`src/rtl/hd_timing_pkg.sv`:
```
// HD raster timing: shared constants, counter widths and genlock state type.
// The genlock path is built only when HD_TIMING_GENLOCK_EN is defined.
package hd_timing_pkg;

    // Counter widths for the pixel and line indices
    localparam int HCNT_W = 12;
    localparam int VCNT_W = 11;

    // 1080p50 raster
    localparam int T1080_H_ACTIVE = 1920;
    localparam int T1080_H_FP     = 528;
    localparam int T1080_H_SYNC   = 44;
    localparam int T1080_H_BP     = 148;
    localparam int T1080_V_ACTIVE = 1080;
    localparam int T1080_V_FP     = 4;
    localparam int T1080_V_SYNC   = 5;
    localparam int T1080_V_BP     = 36;

    // 720p50 raster
    localparam int T720_H_ACTIVE = 1280;
    localparam int T720_H_FP     = 440;
    localparam int T720_H_SYNC   = 40;
    localparam int T720_H_BP     = 220;
    localparam int T720_V_ACTIVE = 720;
    localparam int T720_V_FP     = 5;
    localparam int T720_V_SYNC   = 5;
    localparam int T720_V_BP     = 20;

    // Genlock states: normal counting, or holding in back porch for lock
    typedef enum logic [0:0] {
        ST_RUN  = 1'b0,
        ST_HOLD = 1'b1
    } state_e;

    // Total period from active, front porch, sync and back porch
    function automatic int tm_total(input int act, input int fp,
                                    input int sync, input int bp);
        return act + fp + sync + bp;
    endfunction

endpackage

```
`src/rtl/hd_pix_strobe.sv`:
```
// Pixel divider: counts clk_out cycles within a pixel period and produces
// the registered pixel strobe clock plus the pixel-advance enable.
module hd_pix_strobe
    import hd_timing_pkg::*;
#(
    parameter int CLK_DIV = 2
) (
    input  logic clk_i,
    input  logic reset_i,
    output logic hd_clk_o,
    output logic adv_o,
    output logic first_o
);

    localparam int PW = (CLK_DIV > 2) ? $clog2(CLK_DIV) : 1;
    localparam logic [PW-1:0] PIX_LAST = PW'(CLK_DIV - 1);
    localparam logic [PW-1:0] PIX_HALF = PW'(CLK_DIV / 2);

    logic [PW-1:0] pix_cnt_q;
    logic [PW-1:0] pix_cnt_d;
    logic          hd_clk_q;

    assign adv_o     = (pix_cnt_q == PIX_LAST);
    assign first_o   = (pix_cnt_q == '0);
    assign pix_cnt_d = adv_o ? '0 : pix_cnt_q + PW'(1);
    assign hd_clk_o  = hd_clk_q;

    // Divider count and strobe clock, high in the first half of each pixel
    always_ff @(posedge clk_i) begin
        if (reset_i) begin
            pix_cnt_q <= '0;
            hd_clk_q  <= 1'b0;
        end else begin
            pix_cnt_q <= pix_cnt_d;
            hd_clk_q  <= (pix_cnt_q < PIX_HALF);
        end
    end

endmodule

```
`src/rtl/hd_timing_gen.sv`:
```
// HD raster timing generator (hsync/vsync/DE/counters) in the clk_out domain.
// Define HD_TIMING_GENLOCK_EN to frame-lock the vertical period to i_frame_end.
module hd_timing_gen
    import hd_timing_pkg::*;
#(
    parameter int H_ACTIVE       = 1920,
    parameter int H_FP           = 88,
    parameter int H_SYNC         = 44,
    parameter int H_BP           = 148,
    parameter int V_ACTIVE       = 1080,
    parameter int V_FP           = 4,
    parameter int V_SYNC         = 5,
    parameter int V_BP           = 36,
    parameter int CLK_DIV        = 2,
    parameter int LOCK_MAX_LINES = 64
) (
    input  logic              clk_out,
    input  logic              reset,
    input  logic              i_frame_end,
    output logic              o_hd_clk,
    output logic              o_hd_hsync,
    output logic              o_hd_vsync,
    output logic              o_hd_de,
    output logic [HCNT_W-1:0] o_h_count,
    output logic [VCNT_W-1:0] o_v_count,
    output logic              o_frame_start,
    output logic              o_locked
);

    localparam int H_TOTAL = tm_total(H_ACTIVE, H_FP, H_SYNC, H_BP);
    localparam int V_TOTAL = tm_total(V_ACTIVE, V_FP, V_SYNC, V_BP);

    localparam logic [HCNT_W-1:0] H_LAST  = HCNT_W'(H_TOTAL - 1);
    localparam logic [VCNT_W-1:0] V_LAST  = VCNT_W'(V_TOTAL - 1);
    localparam logic [HCNT_W-1:0] H_ACT   = HCNT_W'(H_ACTIVE);
    localparam logic [VCNT_W-1:0] V_ACT   = VCNT_W'(V_ACTIVE);
    localparam logic [HCNT_W-1:0] HS_BEG  = HCNT_W'(H_ACTIVE + H_FP);
    localparam logic [HCNT_W-1:0] HS_END  = HCNT_W'(H_ACTIVE + H_FP + H_SYNC);
    localparam logic [VCNT_W-1:0] VS_BEG  = VCNT_W'(V_ACTIVE + V_FP);
    localparam logic [VCNT_W-1:0] VS_END  = VCNT_W'(V_ACTIVE + V_FP + V_SYNC);

    logic              pix_adv;
    logic              pix_first;
    logic [HCNT_W-1:0] h_q, h_d;
    logic [VCNT_W-1:0] v_q, v_d;

    logic              hsync_q;
    logic              vsync_q;
    logic              de_q;
    logic              fstart_q;
    logic [HCNT_W-1:0] hcnt_q;
    logic [VCNT_W-1:0] vcnt_q;

`ifdef HD_TIMING_GENLOCK_EN
    localparam int HOLD_W = (LOCK_MAX_LINES > 1) ? $clog2(LOCK_MAX_LINES) : 1;
    localparam logic [HOLD_W-1:0] HOLD_LAST = HOLD_W'(LOCK_MAX_LINES - 1);

    state_e            state_q, state_d;
    logic              flag_q, flag_d;
    logic              flag_set;
    logic [HOLD_W-1:0] hold_q, hold_d;
    logic              locked_q, locked_d;

    // A pulse arriving on the wrap cycle itself still counts for that wrap
    assign flag_set = flag_q | i_frame_end;
    assign o_locked = locked_q;
`else
    localparam int unused_lock_max = LOCK_MAX_LINES;
    logic unused_frame_end;

    assign unused_frame_end = i_frame_end;
    assign o_locked         = 1'b0;
`endif

    hd_pix_strobe #(
        .CLK_DIV (CLK_DIV)
    ) u_pix (
        .clk_i    (clk_out),
        .reset_i  (reset),
        .hd_clk_o (o_hd_clk),
        .adv_o    (pix_adv),
        .first_o  (pix_first)
    );

    // Next raster position, including the hold-for-lock decision at frame end
    always_comb begin
        h_d = h_q;
        v_d = v_q;
`ifdef HD_TIMING_GENLOCK_EN
        state_d  = state_q;
        hold_d   = hold_q;
        locked_d = locked_q;
        flag_d   = flag_set;
`endif
        if (pix_adv) begin
            if (h_q != H_LAST) begin
                h_d = h_q + HCNT_W'(1);
            end else begin
                h_d = '0;
`ifdef HD_TIMING_GENLOCK_EN
                unique case (state_q)
                    ST_RUN: begin
                        if (v_q != V_LAST) begin
                            v_d = v_q + VCNT_W'(1);
                        end else if (flag_set) begin
                            v_d      = '0;
                            flag_d   = 1'b0;
                            locked_d = 1'b1;
                        end else begin
                            state_d = ST_HOLD;
                            hold_d  = '0;
                        end
                    end
                    ST_HOLD: begin
                        if (flag_set) begin
                            v_d      = '0;
                            flag_d   = 1'b0;
                            locked_d = 1'b1;
                            state_d  = ST_RUN;
                        end else if (hold_q == HOLD_LAST) begin
                            v_d      = '0;
                            locked_d = 1'b0;
                            state_d  = ST_RUN;
                        end else begin
                            hold_d = hold_q + HOLD_W'(1);
                        end
                    end
                    default: state_d = ST_RUN;
                endcase
`else
                v_d = (v_q == V_LAST) ? '0 : v_q + VCNT_W'(1);
`endif
            end
        end
    end

    // Raster counters and genlock state
    always_ff @(posedge clk_out) begin
        if (reset) begin
            h_q <= '0;
            v_q <= '0;
`ifdef HD_TIMING_GENLOCK_EN
            state_q  <= ST_RUN;
            flag_q   <= 1'b0;
            hold_q   <= '0;
            locked_q <= 1'b0;
`endif
        end else begin
            h_q <= h_d;
            v_q <= v_d;
`ifdef HD_TIMING_GENLOCK_EN
            state_q  <= state_d;
            flag_q   <= flag_d;
            hold_q   <= hold_d;
            locked_q <= locked_d;
`endif
        end
    end

    // Registered decode of the current raster position
    always_ff @(posedge clk_out) begin
        if (reset) begin
            hsync_q  <= 1'b0;
            vsync_q  <= 1'b0;
            de_q     <= 1'b0;
            fstart_q <= 1'b0;
            hcnt_q   <= '0;
            vcnt_q   <= '0;
        end else begin
            hsync_q  <= (h_q >= HS_BEG) && (h_q < HS_END);
            vsync_q  <= (v_q >= VS_BEG) && (v_q < VS_END);
            de_q     <= (h_q < H_ACT) && (v_q < V_ACT);
            fstart_q <= pix_first && (h_q == '0) && (v_q == '0);
            hcnt_q   <= h_q;
            vcnt_q   <= v_q;
        end
    end

    assign o_hd_hsync    = hsync_q;
    assign o_hd_vsync    = vsync_q;
    assign o_hd_de       = de_q;
    assign o_frame_start = fstart_q;
    assign o_h_count     = hcnt_q;
    assign o_v_count     = vcnt_q;

endmodule

```
`config.mk`:
```
export PLATFORM = sky130hd
export DESIGN_NAME = hd_timing_gen
export DESIGN_NICKNAME = d
export VERILOG_FILES = /design/src/rtl/hd_timing_pkg.sv /design/src/rtl/hd_pix_strobe.sv /design/src/rtl/hd_timing_gen.sv
export SDC_FILE = /design/constraint.sdc
export NUM_CORES = 1
export LEC_CHECK = 0
export CAP_MARGIN = 20
export CORE_MARGIN = 4
export CORE_UTILIZATION = 35
export DETAILED_ROUTE_END_ITERATION = 8
export PLACE_DENSITY = 0.57
export SLEW_MARGIN = 0
export SYNTH_ARGS = -nofsm -noshare
export SYNTH_HDL_FRONTEND = slang
export SYNTH_SLANG_ARGS = --single-unit
```
`constraint.sdc`:
```
create_clock -name clk_out -period 1.9 [get_ports clk_out]
set_input_delay 0.19 -clock clk_out [delete_from_list [all_inputs] [get_ports clk_out]]
set_output_delay 0.19 -clock clk_out [all_outputs]
set_load 0.05 [all_outputs]
```
## Word-level counts from Yosys, hierarchy flattened

Index checks and enable logic that the tools add are counted.

- Word-level logic and storage cells: 35
- Bits of input ports: 3
- Register bits: 52
- Output and inout bits: 29

- Reduce and logical (&&, ||, !) cells: 9
- Equal/unequal tests: 2
- Add/subtract/negate cells: 3
- Bitwise gates (word level): 2
- Multiplexer cells: 2
- $lt $le $gt $ge: 7

Operators with widths:

| operator | count |
|---|---|
| $lt 11x11->1 const B | 2 |
| $add 12x1->12 const B | 1 |
| $ge 12x11->1 const B | 1 |
| $logic_not 12->1 | 1 |
| $lt 12x11->1 const B | 1 |
| $lt 12x12->1 const B | 1 |
| $mux 12 | 1 |
| $ne 12x12->1 const B | 1 |
| $add 11x1->11 const B | 1 |
| $eq 11x11->1 const B | 1 |
| $ge 11x11->1 const B | 1 |
| $logic_not 11->1 | 1 |
| $mux 11 | 1 |
| $logic_and 1x1->1 | 5 |
| $not 1->1 | 2 |
| $reduce_and 2->1 | 1 |
| $reduce_or 2->1 | 1 |
| $add 1x1->1 const B | 1 |
| $lt 1x1->1 const B | 1 |

## Logic depth before layout (Yosys ltp)

- Depth in word-level cells: 3
- Depth in mapped cells: 7
- Gate-level depth less buffers: 5

## Cells and area by module

From an unflattened synthesis, not the netlist that was laid out.

- Cells, all modules: 213
- Area, all modules: 2010.7 um^2

Modules (own cells, without submodules):

| module | area an instance (um^2) | times used | cells an instance | sequential area each (um^2) |
|---|---|---|---|---|
| hd_timing_gen | 1959.4 | 1 | 208 | 1001.0 |
| hd_pix_strobe | 51.3 | 1 | 5 | 40.0 |

## Worst setup path after synthesis

OpenSTA, ideal clock, no wires.

- Path kind: register to register
- From: register h_q[0]
- To: register v_q[3]
- Clock period less this slack: 1604 ps
- Cell stages (with the launch flop): 7
- Required time: 1830 ps
- Setup time: 70 ps
- Path slack: 296 ps
- Buffers on the path: 1
- Arrival time: 1534 ps
- Cells stage by stage: dfxtp_1 > ha_1 > and3_1 > nand4_2 > buf_6 > or3_1 > a21oi_1

- Cells in the longest elaborated chain, start to end: 3

Ends and longest elaborated chain:

| what | line | text |
|---|---|---|
| from (decl) | hd_timing_gen.sv:44 | `logic [HCNT_W-1:0] h_q, h_d;` |
| from (signal assigned) | hd_timing_gen.sv:140 | `h_q <= '0;` |
| from (signal assigned) | hd_timing_gen.sv:149 | `h_q <= h_d;` |
| $ne 12x12->1 | hd_timing_gen.sv:96 | `if (h_q != H_LAST) begin` |
| $not 1->1 (no line) | - |  |
| $reduce_and 2->1 (no line) | - |  |
| to (signal assigned) | hd_timing_gen.sv:150 | `v_q <= v_d;` |
| to (decl) | hd_timing_gen.sv:45 | `logic [VCNT_W-1:0] v_q, v_d;` |

Every way passes these cells.
A chain may end at the register's enable or synchronous reset.

## Worst setup path after layout

- From: register h_q[0]
- To: register v_q[9]

The elaborated chain is that of the path after synthesis.

==> summary.md <==
| Metric | Value |
|---|---|
| Result of the run | `complete, no violations` |
| Avg Vias per Cell | `4.80` |
| Core Box Area | `5570 um2` |
| Dominant register cell in the synthesized netlist | `sky130_fd_sc_hd__dfxtp_1` |
| Category of the worst setup path launch point | `flop` |
| Synthesized area divided by synthesized cell count | `9.29 um2` |
| Area used by sequential logic in the layout | `1040 um2` |
| Setup repair after global routing missed its margin | `no` |
| Slew at the pin closest to its max-slew limit | `0.502 ns` |
| Share of final-layout standard cells stronger than drive strength 1 | `11.5%` |
| Total routing usage reported by global routing | `12.1%` |
| Antenna violations before repair | `0` |
| Deepest level of the CTS H-tree | `2` |
| PwrDens | `712 nW/um2` |
| Overflow left after global routing | `0` |
| Chip height | `84.1 um` |
| Data arrival time of the critical path | `2.02 ns` |
| Last weighted congestion value of the routability-driven placer | `0.864` |
| Most used standard cell by instance count after synthesis | `sky130_fd_sc_hd__dfxtp_1` |
| Area of the multi-input gates | `917 um2` |
| Hold Crit Class | `reg2reg` |
| Iteration-0 DRC Markers | `141` |
| I/O pins | `32` |
| Ranking of synthesized cells by instance count | `sky130_fd_sc_hd__dfxtp_1 (52), sky130_fd_sc_hd__nor2_1 (20), sky130_fd_sc_hd__nor2b_1 (19), sky130_fd_sc_hd__a21oi_1 (16)` |
| Post-synthesis cell type count | `34` |
| Max-cap violations | `0` |
| Fraction of registers with async set or reset after synthesis | `0%` |
| Number of clock sinks seen by CTS | `52` |
| Horizontal die dimension | `84.1 um` |
| Clock tree root driver cell | `sky130_fd_sc_hd__clkbuf_8` |
| Number of diodes | `0` |
| Die Footprint | `7070 um2` |
| Final Critical Period | `1.78 ns` |
| Internal portion of total power | `0.00140 W` |
| Clock latency on the worst-skew pair | `0.30 ns` |
| Worst IR drop on VDD | `330 uV` |
| Post-Route Setup TNS | `0 ns` |
| Initial Utilization | `36.3%` |
| Number of remaining DRC errors | `0` |
| Gate count of the mapped netlist | `218` |
| Switching Share | `23.6%` |
| Critical path class | `reg2reg` |
| Largest area contributor in the netlist | `sky130_fd_sc_hd__dfxtp_1` |
| Final total power | `0.00184 W` |
| Fraction of post-synthesis cell area in the top cell type by area | `51.4%` |
| NetSw | `0.000434 W` |
| Share of the yosys chip area belonging to registers | `51.4%` |
| Total via count after detailed routing | `1,600` |
| Clock tree from TritonCTS | `done` |
| Lkg Pwr | `0.906 nW` |
| Critical path fanouts, max | `10` |
| Maximum number of pins on one net before global-route repair | `17` |
| Fin Clk Skew | `0.00504 ns` |
| Worst setup EP type | `flop` |
| Share of total power in sequential cells | `60.2%` |
| Via count of the first global-routing pass | `1,459` |
| Post-CTS clock slew at the launch and capture registers of the worst setup and hold paths | `0.09 ns` |
| Clock power share | `33.8%` |
| Fill cell count | `546` |
| Nets@finish | `267` |
| Deepest clock path buffer count | `2` |
| Share of the clock period used by the worst path after layout | `93.6%` |
| Detailed-route wire length | `4060 um` |
| Part of the total power dissipated in combinational logic | `6.0%` |
| Number of placement rows | `27` |
| Buffers inserted during post-CTS setup optimization | `0` |
| Inserted Clock Buffers | `5` |
| Drt pass-1 iters | `4` |
| Worst-case headroom to the max-slew limit | `66.4%` |
| Post-synth net total | `225` |
| Hold Vio Cnt, Final | `0` |
| Post-DP HPWL | `2910 um` |
| Post-DR wirelength/cell | `12.2 um` |
| Post-synthesis register bit count | `52` |
| Wire length of the first global-routing pass | `7060 um` |
| Number of failing setup endpoints in the final timing report | `0` |
| Main area contributors after synthesis | `sky130_fd_sc_hd__dfxtp_1 (51%), sky130_fd_sc_hd__nor2b_1 (5.9%), sky130_fd_sc_hd__a21oi_1 (4.0%)` |
| Area of the mapped netlist | `2020 um2` |
| Remaining number of nets flagged by the antenna check after routing | `0` |
| Number of input and output port buffers inserted | `29` |
| Required @ worst endpoint | `2.14 ns` |
| Timing-limited maximum frequency | `562 MHz` |
| Final max-slew violation count | `0` |
| Syn-to-layout area delta | `27.5%` |
| Count of yosys warnings during synthesis | `0` |
| EDFF count, synth | `0` |
placed cells by master (no fill, tap or decap), types with 2 or more instances in the layout:
cell type                         Yosys  final
sky130_fd_sc_hd__dfxtp_1             52     52
sky130_fd_sc_hd__nor4_1               5      5
sky130_fd_sc_hd__nor2b_1             19     19
sky130_fd_sc_hd__and4_1               2      2
sky130_fd_sc_hd__nand4_1             10     10
sky130_fd_sc_hd__nor2_1              20     20
sky130_fd_sc_hd__inv_1                5      5
sky130_fd_sc_hd__o21ai_0              8      8
sky130_fd_sc_hd__nand3_1             11     11
sky130_fd_sc_hd__or3_1                7      7
sky130_fd_sc_hd__nor3_1               4      4
sky130_fd_sc_hd__xnor2_1              7      7
sky130_fd_sc_hd__buf_4                1     18
sky130_fd_sc_hd__ha_1                 4      4
sky130_fd_sc_hd__a21oi_1             16     16
sky130_fd_sc_hd__nand3b_1             3      3
sky130_fd_sc_hd__clkdlybuf4s50_1      0     29
sky130_fd_sc_hd__clkbuf_8             0      5
sky130_fd_sc_hd__nand2_1             11     11
sky130_fd_sc_hd__xor2_1               4      4
sky130_fd_sc_hd__and3_1               5      4
power groups by stage:
| stage | registers [W] | clock network, W | logic (W) |
|---|---|---|---|
| detailed placement | 0.00113 | 0 | 0.000111 |
| floorplan | 0.00116 | 0 | 0.0000428 |
| finish | 0.00111 | 0.000622 | 0.000111 |
| global route | 0.00111 | 0.000686 | 0.000120 |
| global placement | 0.00113 | 0 | 0.000111 |
| CTS | 0.00111 | 0.000647 | 0.000112 |
critical path, stage by stage, from the launching register on:
cell and delay (ns):
sky130_fd_sc_hd__dfxtp_1 0.35, sky130_fd_sc_hd__ha_1 0.22, sky130_fd_sc_hd__and3_2 0.27, sky130_fd_sc_hd__nand4_4 0.17
sky130_fd_sc_hd__buf_4 0.21, sky130_fd_sc_hd__or3_1 0.35, sky130_fd_sc_hd__a21oi_1 0.14
final timing paths:
path	start	endpoint	slack [ns]	cells after the start
worst min-delay path	v_q[9]	o_v_count[9]	0.51	1
worst max register to register	h_q[0]	v_q[9]	0.12	6
worst max-delay path	h_q[0]	v_q[9]	0.12	6
worst min register to register	v_q[9]	o_v_count[9]	0.51	1
kinds of logic (layout without fill, tap and decap cells):
family                     Yosys count  after routing  share of synthesized area, %
AOI/OAI and AO/OA                   27             27                          7.23
xor gates and xnor gates            11             11                          4.76
adders and majority gates            4              4                          2.47
buffers and inverters               17             60                          3.89
DFF                                 52             52                          51.4
other                                1              1                         0.185
and+or+nand+nor                    106            106                          30.0
layout make-up:
cell class              count  share of cell area, %
multi-input cells         149                   35.5
clock inverters             2                  0.630
well taps                  72                   3.49
repair buffers             47                   16.5
clock buffers               6                   2.81
flip-flops and latches     52                   40.3
inverters                   5                  0.727
registers in the layout, indices dropped and copies added (netlist names):
| register | cells |
|---|---|
| h_q | 12 |
| o_frame_start | 1 |
| o_h_count | 12 |
| o_hd_de | 1 |
| o_hd_hsync | 1 |
| o_hd_vsync | 1 |
| o_v_count | 11 |
| u_pix.adv_o | 1 |
| u_pix.hd_clk_o | 1 |
| v_q | 11 |
layer usage:
layer  vias to the layer above  global-route usage [%]  wire length (um)
met2                        39                    17.3              1640
met5                         -                       0                 0
met1                       719                    17.1              2170
li1                        835                       -                 -
met3                         7                    3.26               190
met4                         0                    4.82                71
metrics by stage:
step	std cells	setup slack (ns)	instance area (um2)	utilization [%]	hold slack, ns
after global placement	325	0.0333	2480	44.5	0.494
after global routing	333	0.0229	2580	46.3	0.535
final	333	0.122	2580	46.3	0.514
after detailed placement	325	0.0496	2480	44.5	0.498
after floorplan	218	0.296	2020	-	0.268
after CTS	333	0.0255	2570	46.1	0.513
repair_timing:
action                                  CTS  global route
gates resized for setup                   0             3
hold buffers                              0             0
endpoints found under the setup margin    0            19
Power figures use the tool's default switching activity.
